File: src/rtl/image_load_controller.sv
// image_load_controller
// Loads one RGB332 frame from the SD card into the framebuffer. The block
// issues consecutive SD block reads and counts the formatted pixel stream at
// one byte per pixel. Each accepted pixel becomes a framebuffer write at a
// linear address. The block reports completion, or a protocol error when a
// block is short. All outputs are registered.

module image_load_controller #(
  parameter int H_RES       = 160,
  parameter int V_RES       = 120,
  parameter int ADDR_W      = 15,
  parameter int BLOCK_BYTES = 512
) (
  input  logic              clk,
  input  logic              reset,
  input  logic              start,
  input  logic [31:0]       start_block,
  output logic              sd_rd_req,
  output logic [31:0]       sd_rd_block,
  input  logic              sd_rd_ack,
  input  logic              sd_rd_done,
  input  logic [7:0]        pixel_data,
  input  logic              pixel_valid,
  output logic              fb_we,
  output logic [ADDR_W-1:0] fb_addr,
  output logic [7:0]        fb_wdata,
  output logic              busy,
  output logic              frame_done,
  output logic              error
);

  localparam int FRAME_PIX = H_RES * V_RES;
  // One extra bit so the pixel counter can reach FRAME_PIX even when the
  // frame exactly fills the address space.
  localparam int PIX_W = ADDR_W + 1;
  localparam int BC_W  = $clog2(BLOCK_BYTES + 1);

  localparam logic [PIX_W-1:0] FRAME_PIX_C   = PIX_W'(FRAME_PIX);
  localparam logic [BC_W-1:0]  BLOCK_BYTES_C = BC_W'(BLOCK_BYTES);
  localparam logic [PIX_W-1:0] PIX_ONE_C     = PIX_W'(1);
  localparam logic [BC_W-1:0]  BC_ONE_C      = BC_W'(1);
  localparam logic [BC_W-1:0]  BC_ZERO_C     = BC_W'(0);
  localparam logic [PIX_W-1:0] PIX_ZERO_C    = PIX_W'(0);

  typedef enum logic [1:0] {
    ST_IDLE   = 2'd0,
    ST_REQ    = 2'd1,
    ST_STREAM = 2'd2,
    ST_DONE   = 2'd3
  } state_t;

  state_t            state_r;
  state_t            state_nxt_s;
  logic [31:0]       block_r;
  logic [31:0]       block_nxt_s;
  logic [PIX_W-1:0]  pix_cnt_r;
  logic [PIX_W-1:0]  pix_nxt_s;
  logic [BC_W-1:0]   byte_cnt_r;
  logic [BC_W-1:0]   byte_nxt_s;

  logic              start_ok_s;
  logic              pix_take_s;
  logic              wr_s;
  logic              blk_done_s;
  logic              short_s;
  logic              frame_full_s;

  logic              req_nxt_s;
  logic              busy_nxt_s;
  logic              done_nxt_s;
  logic              err_nxt_s;

  // Per-cycle datapath decisions: byte/pixel accounting and block index update.
  always_comb begin
    start_ok_s   = 1'b0;
    pix_take_s   = 1'b0;
    wr_s         = 1'b0;
    blk_done_s   = 1'b0;
    byte_nxt_s   = byte_cnt_r;
    pix_nxt_s    = pix_cnt_r;
    short_s      = 1'b0;
    frame_full_s = 1'b0;
    block_nxt_s  = block_r;

    start_ok_s = (state_r == ST_IDLE) && start;
    pix_take_s = (state_r == ST_STREAM) && pixel_valid;
    blk_done_s = (state_r == ST_STREAM) && sd_rd_done;

    // Only bytes inside the block and inside the frame become writes;
    // anything past either bound (tail padding) is dropped.
    wr_s = pix_take_s && (pix_cnt_r < FRAME_PIX_C) && (byte_cnt_r < BLOCK_BYTES_C);

    // Byte counter saturates at the block size.
    if (pix_take_s && (byte_cnt_r < BLOCK_BYTES_C)) begin
      byte_nxt_s = byte_cnt_r + BC_ONE_C;
    end else begin
      byte_nxt_s = byte_cnt_r;
    end

    if (wr_s) begin
      pix_nxt_s = pix_cnt_r + PIX_ONE_C;
    end else begin
      pix_nxt_s = pix_cnt_r;
    end

    // A byte arriving together with sd_rd_done is already folded into
    // byte_nxt_s / pix_nxt_s, so the end-of-block decision sees it.
    short_s      = blk_done_s && (byte_nxt_s < BLOCK_BYTES_C);
    frame_full_s = (pix_nxt_s >= FRAME_PIX_C);

    if (start_ok_s) begin
      block_nxt_s = start_block;
    end else if (blk_done_s && !short_s && !frame_full_s) begin
      block_nxt_s = block_r + 32'd1;
    end else begin
      block_nxt_s = block_r;
    end
  end

  // State register.
  always_ff @(posedge clk or posedge reset) begin
    if (reset) begin
      state_r <= ST_IDLE;
    end else begin
      state_r <= state_nxt_s;
    end
  end

  // Next-state logic of the load sequencer.
  always_comb begin
    state_nxt_s = state_r;
    case (state_r)
      ST_IDLE: begin
        if (start) begin
          state_nxt_s = ST_REQ;
        end else begin
          state_nxt_s = ST_IDLE;
        end
      end
      ST_REQ: begin
        if (sd_rd_ack) begin
          state_nxt_s = ST_STREAM;
        end else begin
          state_nxt_s = ST_REQ;
        end
      end
      ST_STREAM: begin
        if (!sd_rd_done) begin
          state_nxt_s = ST_STREAM;
        end else if (short_s) begin
          state_nxt_s = ST_IDLE;
        end else if (frame_full_s) begin
          state_nxt_s = ST_DONE;
        end else begin
          state_nxt_s = ST_REQ;
        end
      end
      ST_DONE: begin
        state_nxt_s = ST_IDLE;
      end
      default: begin
        state_nxt_s = ST_IDLE;
      end
    endcase
  end

  // Output decode from the upcoming state so registered outputs line up with it.
  always_comb begin
    req_nxt_s  = 1'b0;
    busy_nxt_s = 1'b0;
    done_nxt_s = 1'b0;
    err_nxt_s  = error;

    req_nxt_s  = (state_nxt_s == ST_REQ);
    busy_nxt_s = (state_nxt_s != ST_IDLE);
    done_nxt_s = (state_nxt_s == ST_DONE);

    // Error is sticky until the next accepted start.
    if (start_ok_s) begin
      err_nxt_s = 1'b0;
    end else if (short_s) begin
      err_nxt_s = 1'b1;
    end else begin
      err_nxt_s = error;
    end
  end

  // Block index, pixel counter and in-block byte counter.
  always_ff @(posedge clk or posedge reset) begin
    if (reset) begin
      block_r    <= 32'd0;
      pix_cnt_r  <= PIX_ZERO_C;
      byte_cnt_r <= BC_ZERO_C;
    end else begin
      block_r <= block_nxt_s;
      if (start_ok_s) begin
        pix_cnt_r  <= PIX_ZERO_C;
        byte_cnt_r <= BC_ZERO_C;
      end else if ((state_r == ST_REQ) && sd_rd_ack) begin
        byte_cnt_r <= BC_ZERO_C;
      end else begin
        pix_cnt_r  <= pix_nxt_s;
        byte_cnt_r <= byte_nxt_s;
      end
    end
  end

  // Registered outputs; the write address and data hold between writes.
  always_ff @(posedge clk or posedge reset) begin
    if (reset) begin
      sd_rd_req   <= 1'b0;
      sd_rd_block <= 32'd0;
      fb_we       <= 1'b0;
      fb_addr     <= '0;
      fb_wdata    <= 8'd0;
      busy        <= 1'b0;
      frame_done  <= 1'b0;
      error       <= 1'b0;
    end else begin
      sd_rd_req   <= req_nxt_s;
      sd_rd_block <= block_nxt_s;
      fb_we       <= wr_s;
      if (wr_s) begin
        fb_addr  <= pix_cnt_r[ADDR_W-1:0];
        fb_wdata <= pixel_data;
      end
      busy       <= busy_nxt_s;
      frame_done <= done_nxt_s;
      error      <= err_nxt_s;
    end
  end

endmodule

File: config.mk
export PLATFORM = sky130hd
export DESIGN_NAME = image_load_controller
export DESIGN_NICKNAME = d
export VERILOG_FILES = /design/src/rtl/image_load_controller.sv
export SDC_FILE = /design/constraint.sdc
export NUM_CORES = 1
export LEC_CHECK = 0
export ABC_AREA = 1
export BUFFER_PORTS_ARGS = -buffer_cell sky130_fd_sc_hd__buf_2
export CORE_MARGIN = 2
export CORE_UTILIZATION = 46
export CTS_BUF_LIST = sky130_fd_sc_hd__clkbuf_8 sky130_fd_sc_hd__clkbuf_16
export CTS_CLUSTER_DIAMETER = 50
export DETAILED_ROUTE_END_ITERATION = 12
export HOLD_SLACK_MARGIN = 0.03
export PLACE_DENSITY_LB_ADDON = 0.12
export SYNTH_ARGS = -nofsm -noshare
export SYNTH_HDL_FRONTEND = slang
export SYNTH_SLANG_ARGS = --single-unit
File: constraint.sdc
create_clock -name clk -period 9.35 [get_ports clk]
set_clock_uncertainty 0.1 [all_clocks]
set_input_delay 1.87 -clock clk [delete_from_list [all_inputs] [get_ports clk]]
set_output_delay 1.87 -clock clk [all_outputs]
set_load 0.02 [all_outputs]
* Yosys cells after proc, flatten, opt, wreduce, memory -nomap -nowiden
Index checks and enable logic that the tools add are counted.
** Word-level totals
- Register bits after elaboration :: 88
- Input port bits :: 46
- Output and inout bits :: 60
- Word-level logic and storage cells :: 56
** Cells by class
- Add/sub/neg operators :: 3
- Magnitude comparators :: 4
- Equal/unequal tests :: 6
- Mux-type cells :: 16
- Reduce and logical (&&, ||, !) cells :: 16
** Operators with widths (count)
- 32-bit 2-to-1 mux :: 2
- 16-bit 2-to-1 mux :: 3
- 32-bit by 1-bit adder with 32-bit output, second input constant :: 1
- 10-bit 2-to-1 mux :: 3
- 10-bit < comparator, second input constant :: 2
- 16-bit by 1-bit adder with 16-bit output, second input constant :: 1
- 16-bit by 15-bit >= comparator with 1-bit output, second input constant :: 1
- 16-bit by 15-bit < comparator with 1-bit output, second input constant :: 1
- 10-bit by 1-bit adder with 10-bit output, second input constant :: 1
- 1-bit logical AND :: 10
- 2-bit 2-to-1 mux :: 4
- 2-bit case mux with 4 select lines :: 1
- 2-bit equality test, second input constant :: 3
- 2-bit nonzero test :: 3
- 2-bit by 1-bit equality test with 1-bit output, second input constant :: 2
- 1-bit 2-to-1 mux :: 3
- 1-bit logical NOT :: 2
- 2-bit logical NOT :: 1
- 2-bit inequality test, second input constant :: 1

* Depth between registers and ports, before layout
Gate-level depths: netlist of run 1.
- Word-level depth :: 11
- Gate-level depth with buffers :: 16
- Depth with buffers taken out :: 15

* Worst setup path after synthesis of run 1
OpenSTA, ideal clock, no wires.
- Path type :: input to register
- Start :: input pixel_valid
- End :: register sd_rd_block[2]
- Library setup time :: 0.117 ns
- Arrival time :: 3.219 ns
- Required time :: 9.133 ns
- Path slack :: 5.913 ns
- Stages on the path :: 13
- Path buffers :: 2
- Cells stage by stage :: nand3_2 > nor3_4 > nand2_4 > inv_2 > buf_6 > nand2_2 > nand3_2 > nor2_1 > nor2_2 > nand3_2 > buf_2 > nand3_1 > nand2_1
** On the way
- Cells in the longest elaborated chain, start to end :: 9
- Elaborated cells on any way between the ends :: 14
- Classes of those cells :: order compare (2); mux (2); reduce/logical (10)
** Ends and longest elaborated chain
- from (decl) :: line 23 : input logic pixel_valid,
- 1-bit logical AND * :: line 86 : pix_take_s = (state_r == ST_STREAM) && pixel_valid;
- parallel branches: the longest is 6 deep, another holds 16-bit by 15-bit >= comparator with 1-bit output
- 1-bit logical AND * :: line 113 : end else if (blk_done_s && !short_s && !frame_full_s) begin
- 2-bit nonzero test (no line) *
- to (signal assigned) :: line 221 : sd_rd_block <= block_nxt_s;
- to (decl) :: line 19 : output logic [31:0] sd_rd_block,
Every way passes the cells marked *.
A chain may end at the register's enable or synchronous reset.

* Worst setup path in the final report of run 1
- Start :: input pixel_valid
- End :: register sd_rd_block[12]
The elaborated chain is that of the path after synthesis.

==> results.md, run 1 <==
- Core area: 10,800 um^2
- Worst-Margin Slew: 1.12 ns
- RR Startpoint: pix_cnt_r[10]
- Die area: 11,900 um^2
- GRT Residual Overflow: 0
- CP startpoint: pixel_valid
- Power Total: 1.49 mW
- Die boundary width: 109 um
- # diodes: 0
- Clock transition at path regs: roughly 0.080 ns
- WS Path Type: in -> reg
- Seq/Total Area, Yosys: 0.434
- First-pass GRT wire length: approximately 21,000 um
- Clock latency on the worst-skew pair: 0.36 ns
- Tcrit/Tclk final: 0.493
- Placed Cells: 934
- Antenna viol nets, final: 0
- Syn nets: ~760
- TritonCTS Buffers: 9
- CTS Root Cell: clkbuf_8
- Post-route minimum period: 4.61 ns
- Placer Congestion: 0.898
- Post-detailed-placement half-perimeter wirelength: 9380 um
- Mean post-synth cell area: around 7 um^2
- P per Cell Area: 254 nW/um^2
- Slew HR: 0.254
- Starting density of the core: 0.470
- Clock Sinks: 88
- Maximum VDD drop: 0.186 mV
- Critical R2R Capture: sd_rd_block[12]
- R2R setup slack: 5.83 ns
- Routed vias/inst: 5.15
- RSZ-0062 raised after global routing: no
- Crit-path max FO: between 40 and 50
- DRT Wirelength: 13,000 um
- Boundary pin count: 106
- FMAX: 0.217 GHz
- Final-report hold violation count: 0
- Final nets: between 800 and 900
- Largest net degree at the start of global routing: 89
- Clock Tree Buf Depth: 2
- Cell Area, Synth: 5070 um^2
- Final Non-Filler Cells: 949
- Vias: 4,885
- Drt first pass iters: 5
- Share of layout cells above drive strength 1: 0.172
- Leakage: around 3 nW
- CP startpoint kind: primary input
- Crit path DAT: 4.80 ns
- Final Util: 0.543
- Netlist cell types: 36
- Sum Neg Setup Slack: 0 ns
- Final setup viols: 0
- Wire per inst: 13.7 um
- Port bufs: between 100 and 150
- Std-Cell Rows: 38
- Die Span Y: 109 um
- Vias in the first global route: 4,441
- Post-CTS setup buffers: 0
- Ranking of synthesized cells by area: dfrtp_1 (43%), nand2_1 (19%), nand3_1 (5.9%)
- Area growth, synth to finish: 15.4%
- Synth warnings: 0
- Gr usage total: 0.230
- Worst hold path class: reg -> reg
- Yosys top cell area share: 0.434
- Initial antenna violation count: 0
- Number of cells on the worst reg-to-reg path: 14
- Slew Limit Fails: 0
- CTS tree: yes
- Run status: completed
- Critical path required time: ~9.6 ns
- Maxcap violations: 0
- Worst setup endpoint: sd_rd_block[12]
- CP Capture Type: flop
- Cts hold-fix bufs: 0
- Post-CTS sizing: 0
- Synth Register Bits: 88
- Cell taking the most area after synthesis: dfrtp_1
- Post-route DRC: 0
- Iter 0 DRT Violations: around 290
- Htree depth: 3
- Cells after Synth: 709
where the power goes:
group / switching (mW) / internal [mW] / total, mW / leakage, nW
registers: 0.116 / 0.488 / 0.603 / 1.17
logic: 0.436 / 0.212 / 0.648 / 1.74
clock network: 0.131 / 0.108 / 0.239 / 0.0900
total: 0.683 / 0.807 / 1.49 / 3.00
registers in the layout, indices dropped and copies added (netlist names):
| name | cells |
|---|---|
| frame_done | 1 |
| fb_we | 1 |
| state_r | 2 |
| fb_wdata | 8 |
| error | 1 |
| sd_rd_req | 1 |
| pix_cnt_r | 16 |
| busy | 1 |
| sd_rd_block | 32 |
| fb_addr | 15 |
| byte_cnt_r | 10 |
cells in the mapped netlist (all sizes together):
cell,instances
nand4,15
nor4,8
ha,3
xor2,19
or2,3
a31oi,5
a21oi,9
nor2,62
inv,70
nor3,24
dfrtp,88
a32o,2
buf,7
o21ai,33
a221oi,1
clkinv,1
o21a,1
a211oi,1
nand3,63
nor3b,2
and3,1
clkbuf,16
mux2,1
o31ai,5
nand2,261
xnor2,5
o22ai,3
layout make-up:
cell class / count / area (um^2)
Clock buffer: 11 / 151
Tap cell: 140 / 175
Fill cell: 1078 / 4940
Sequential cell: 88 / 2200
Timing Repair Buffer: 108 / 548
Multi-Input combinational cell: 527 / 2490
Inverter: 71 / 268
Clock inverter: 4 / 22.5
kinds of logic (layout without fill, tap and decap cells):
family / Yosys count / in the layout / share of synthesized area
and+or+nand+nor: 439 / 439 / 0.371
AOI/OAI and AO/OA: 60 / 60 / 0.0681
xor gates and xnor gates: 24 / 24 / 0.0414
muxes: 1 / 1 / 0.00222
buffers and inverters: 94 / 194 / 0.0762
DFF: 88 / 88 / 0.434
adders and majority gates: 3 / 3 / 0.00740
routing by layer:
layer,vias to the layer above,wire length [um],track usage,part of all wire
li1,2469,-,-,-
met1,2255,6390,0.339,0.49
met2,138,5770,0.341,0.44
met3,23,574,0.0281,0.044
met4,0,289,0.0989,0.022
met5,-,0,0,0
worst max-delay path: stages:
cell	delay, ns
buf_2	0.08
nand3_2	0.12
nor3_4	0.26
nand2_4	0.30
inv_2	0.39
nand2_1	0.13
nand2_1	0.10
nor3_1	0.06
nand2_1	0.10
nand3_2	0.58
nand2_4	0.60
nand2_1	0.10
nand2_1	0.08
worst min path at each step:
stage	start	end	slack, ns	cells past startpoint
6_report	fb_wdata[2]	fb_wdata[2]	0.38	2
5_1_grt	fb_wdata[1]	fb_wdata[1]	0.40	2
4_1_cts	fb_wdata[2]	fb_wdata[2]	0.38	2
3_5_place_dp	fb_wdata[2]	fb_wdata[2]	0.36	2
3_3_place_gp	fb_addr[0]	fb_addr[0]	0.36	2
2_1_floorplan	byte_cnt_r[0]	byte_cnt_r[0]	0.39	1
through the flow:
stage | hold WS, ns | setup WS, ns | cell area [um^2]
CTS | 0.382 | 4.75 | 5860
global route | 0.404 | 4.38 | 5860
detailed placement | 0.363 | 4.38 | 5680
global placement | 0.361 | 4.52 | 5680
finish | 0.380 | 4.74 | 5860
floorplan | 0.386 | 5.10 | 5070
placed cells by master (no fill, tap or decap), types with 2 or more instances in the layout:
master      synthesis  routed
buf_2               3     105
buf_4               0       3
a32o_1              2       2
xor2_1             19      19
nand2_4             2       2
o21ai_0            31      31
dfrtp_1            88      88
nor3_1             23      23
nor4_1              8       8
inv_1              68      69
inv_2               2       2
nand4_1            15      15
xnor2_1             5       5
nor2_1             61      61
nor3b_1             2       2
clkinvlp_4          0       2
nand3_1            60      59
nand2_2             2       2
clkbuf_8            0      11
nand2_1           257     257
a21oi_1             9       9
o31ai_1             5       5
ha_1                3       3
o22ai_1             3       3
or2_2               3       3
nand3_2             3       4
a31oi_1             5       5
Note: power is estimated with default switching activity, not from simulation.
==> run 2: changes to the inputs <==
Clock period 9.35 ns to 4.1 ns, I/O delays scaled along.
==> results.md, run 2 (synthesis results as in run 1) <==
- Run status: completed
- Critical path required time: 4.31 ns
- Antenna viol nets, final: 0
- Final nets: around 860
- Cts hold-fix bufs: 0
- Post-route DRC: 0
- Crit path DAT: roughly 3.1 ns
- CP Capture Type: flop
- Maximum VDD drop: 0.457 mV
- Htree depth: 3
- Vias in the first global route: 4,493
- Die boundary width: 109 um
- Slew HR: 0.555
- Post-CTS setup buffers: 0
- CP startpoint kind: primary input
- CTS tree: yes
- Maxcap violations: 0
- Die area: 11,900 um^2
- Area taken by multi-input logic gates: 2490 um^2
- Final-report hold violation count: 0
- Placed Cells: 936
- Met1 Wirelength: 6480 um
- Post-CTS sizing: 0
- Clock latency on the worst-skew pair: approximately 0.37 ns
- Sw Share: 0.457
- Pint: 1.89 mW
- Met3 routed WL: around 600 um
- Most common cell after layout, fill and taps aside: nand2_1
- Combinational power share: 0.426
- Biggest register: sd_rd_block
- Largest regs: sd_rd_block: 32 flops, pix_cnt_r: 16 flops, fb_addr: 15 flops
- Flop pwr share: 0.396
- Drt first pass iters: 4
- Fill cell count: 1,073
- Leakage: 3.01 nW
- Post-route minimum period: around 2.9 ns
- Most frequent cells in the layout: nand2_1 (257), buf_2 (105), dfrtp_1 (88)
- Sw Pwr: approximately 1.6 mW
- Worst hold path class: reg -> reg
- Placer Congestion: 0.934
- Std-Cell Rows: 38
- WS Path Type: in -> reg
- Share of layout cells above drive strength 1: 0.176
- Gr usage total: 0.232
- GRT Residual Overflow: 0
- Placed cell area: approximately 5700 um^2
- Initial antenna violation count: 0
- Crit-path max FO: 46
- Max FFs per register: 32
- Post-detailed-placement half-perimeter wirelength: 9680 um
- Worst Hold Slack: approximately 0.38 ns
- Largest net degree at the start of global routing: between 50 and 60
- Vias: around 4,900
- TritonCTS Buffers: 9
- Uppermost layer routed: met4
- Post-route cell area: 5890 um^2
- Worst-Margin Slew: 0.667 ns
- WL met2: 5920 um
- Sum Neg Setup Slack: 0 ns
- Clock transition at path regs: 0.09 ns
- FMAX: 0.344 GHz
- Port bufs: 105
- First-pass GRT wire length: 21,700 um
- Die Span Y: approximately 110 um
- Sequential cell area: between 2000 and 2500 um^2
- CTS Root Cell: clkbuf_8
- Area growth, synth to finish: 16.1%
- Core area: 10,800 um^2
- DRT Wirelength: about 13,000 um
- # diodes: 0
- Power Total: around 3.5 mW
- Final Non-Filler Cells: roughly 950
- RSZ-0062 raised after global routing: no
- Starting density of the core: 0.470
- P per Cell Area: between 500 and 600 nW/um^2
- Worst slack, placed: 0.785 ns
- Slew Limit Fails: 0
- Tcrit/Tclk final: 0.709
- Boundary pin count: roughly 110
- Clock Sinks: 88
- Clock share of power: 0.178
- Final worst slack: 1.19 ns
- Clock Tree Buf Depth: 2
- Iter 0 DRT Violations: approximately 280
- Final setup viols: 0
- Routed vias/inst: around 5.2
- Final Util: 0.546
- Wire per inst: about 14 um
[run 2: power by group through the flow]
stage          clock network (mW)  registers, mW  logic (mW)
6_report                    0.620           1.38        1.48
5_1_grt                     0.671           1.41        1.67
4_1_cts                     0.637           1.37        1.49
3_5_place_dp                    0           1.39        1.49
3_3_place_gp                    0           1.38        1.47
2_1_floorplan                   0           1.60       0.817
[run 2: final timing paths]
check                             from         endpoint  slack (ns)  cells after the start
setup reg to reg            state_r[0]  sd_rd_block[26]        1.26                     14
min in group asynchronous        reset    byte_cnt_r[3]        0.41                      2
hold / removal              fb_addr[0]       fb_addr[0]        0.38                      2
max in group asynchronous        reset  sd_rd_block[19]        2.69                      3
hold reg to reg             fb_addr[0]       fb_addr[0]        0.38                      2
setup / recovery           pixel_valid  sd_rd_block[26]        1.19                     14
[run 2: cell type report]
class | count | share of cell area
clock buffer | 10 | 0.0234
clock inverter | 5 | 0.00956
inverter | 71 | 0.0454
multi-input combinational | 527 | 0.423
sequential | 88 | 0.374
tap | 140 | 0.0297
timing repair buffer | 110 | 0.0956
[run 2: per-layer routing]
layer | GRT usage | vias up
met1 | 0.340 | 2291
li1 | - | 2476
met5 | 0 | -
met3 | 0.0317 | 20
met4 | 0.0879 | 0
met2 | 0.347 | 130
[run 2: worst max-delay path: stages]
cell	delay [ns]
buf_2	0.08
nand3_2	0.13
nor3_4	0.26
nand2_4	0.30
inv_2	0.39
nand2_1	0.13
nand2_1	0.11
nor2_1	0.05
nor2_1	0.11
nor2_2	0.06
nand3_2	0.10
buf_4	0.34
nand3_1	0.12
nand2_1	0.09
==> run 3: changes to the inputs <==
Clock period 4.1 ns to 2.4 ns, I/O delays scaled along.
==> results.md, run 3 (synthesis results as in run 1) <==
- Clock latency on the worst-skew pair: 0.38 ns
- Tcrit/Tclk final: 0.977
- TritonCTS Buffers: 9
- Vias in the first global route: 4,735
- R2R setup slack: between 0.05 and 0.06 ns
- Slew Limit Fails: 0
- Area growth, synth to finish: 23.3%
- Cts hold-fix bufs: 0
- Final nets: 881
- Worst Hold Slack: 0.0617 ns
- Boundary pin count: 106
- Number of cells on the worst reg-to-reg path: 15
- WS Path Type: reg -> reg
- Critical path required time: 2.57 ns
- Share of layout cells above drive strength 1: 0.213
- Routed vias/inst: 5.24
- Maxcap violations: 0
- Worst hold path class: in -> async
- FMAX: approximately 0.43 GHz
- Die boundary width: 109 um
- Final Util: 0.580
- Sum Neg Setup Slack: 0 ns
- CTS tree: yes
- Crit path DAT: approximately 2.5 ns
- Biggest register: sd_rd_block
- Initial antenna violation count: 0
- GRT Residual Overflow: 0
- DRT Wirelength: around 14,000 um
- Iter 0 DRT Violations: 307
- Wire per inst: 14.5 um
- Power Total: around 6.0 mW
- Largest regs: sd_rd_block: 32 flops, pix_cnt_r: 16 flops, fb_addr: 15 flops
- Final Non-Filler Cells: 975
- Htree depth: 3
- Most frequent cells in the layout: nand2_1 (256), buf_2 (105), dfrtp_1 (87)
- Leakage: 3.18 nW
- Worst-Margin Slew: 0.606 ns
- RSZ-0062 raised after global routing: yes
- # diodes: 0
- P per Cell Area: between 900 and 1000 nW/um^2
- Largest net degree at the start of global routing: slightly above 60
- Vias: 5,106
- Slew HR: 0.595
- Port bufs: 105
- Most common cell after layout, fill and taps aside: nand2_1
- Clock Sinks: 88
- Std-Cell Rows: 38
- Die Span Y: 109 um
- Gr usage total: 0.238
- Placer Congestion: about 0.88
- Crit-path max FO: 9
- Final setup viols: 0
- Starting density of the core: 0.470
- Placed Cells: 950
- First-pass GRT wire length: 22,200 um
- Clock transition at path regs: approximately 0.09 ns
- Die area: 11,900 um^2
- Antenna viol nets, final: 0
- Drt first pass iters: 4
- Maximum VDD drop: 0.560 mV
- CP startpoint kind: flop
- Fill cell count: 1,015
- Max FFs per register: 32
- Clock Tree Buf Depth: 2
- CP Capture Type: flop
- Run status: completed
- Post-route minimum period: 2.34 ns
- Final-report hold violation count: 0
- Core area: roughly 11,000 um^2
- Post-detailed-placement half-perimeter wirelength: between 9000 and 10,000 um
- CTS Root Cell: clkbuf_8
- Post-route DRC: 0
-- run 3: cell types whose count changed in the layout (fill, tap and decap cells not counted), sizes merged --
cell and change:
clkbuf +2, nand2 +2, buf +21, clkinvlp +2, bufinv -1, clkinv -2
-- run 3: metrics by stage --
stage	area [um^2]	setup WS, ns
after floorplan	5080	0.342
after global placement	5860	0.00867
after detailed placement	5860	-0.0298
after CTS	6030	0.00114
after global routing	6250	-0.0855
final	6250	0.0561
-- run 3: area by class of cell --
cell class                 count  area (um^2)  area share
tap                          140          175      0.0280
clock inverter                 4         23.8     0.00380
clock buffer                  10          138      0.0220
sequential                    88         2200       0.352
timing repair buffer         133          841       0.134
inverter                      71          270      0.0432
multi-input combinational    529         2600       0.416
-- run 3: where the power goes --
part / switching [mW] / total (mW) / leakage (nW) / internal [mW]
clock: 0.549 / 0.937 / 0.0814 / 0.388
sequential: 0.423 / 2.32 / 1.17 / 1.90
combinational: 1.80 / 2.75 / 1.93 / 0.946
total: 2.78 / 6.01 / 3.18 / 3.24
-- run 3: critical path, stage by stage (launching register included) --
cell and delay, ns:
dfrtp_1 0.42, nand2_1 0.18, nor2_1 0.23, nand3_1 0.10
nand2_1 0.07, nand2_1 0.05, nand2_1 0.07, nand2_1 0.09
nor2_1 0.11, nor2_1 0.05, nor2_2 0.18, nand3_4 0.11
buf_12 0.17, clkbuf_16 0.17, nand3_1 0.07, nand2_1 0.06
-- run 3: layer usage --
metal | routed length (um) | track usage | vias up
met2 | 6590 | 0.375 | 148
met5 | 0 | 0 | -
li1 | - | - | 2531
met4 | 289 | 0.0943 | 0
met3 | 842 | 0.0496 | 25
met1 | 6380 | 0.321 | 2402
-- run 3: what timing repair did --
action,in CTS,in global routing
endpoints found under the setup margin,29,33
setup buffers,0,7
pin swaps,0,9
resized for setup,1,20
gates cloned,0,4
-- run 3: final timing paths --
path | startpoint | endpoint
worst max-delay path | pix_cnt_r[3] | sd_rd_block[26]
worst min-delay path | reset | fb_wdata[7]
worst max register to register | pix_cnt_r[3] | sd_rd_block[26]
worst min register to register | fb_addr[2] | fb_addr[2]
max in group asynchronous | reset | sd_rd_block[27]
min in group clk | pixel_data[7] | fb_wdata[7]
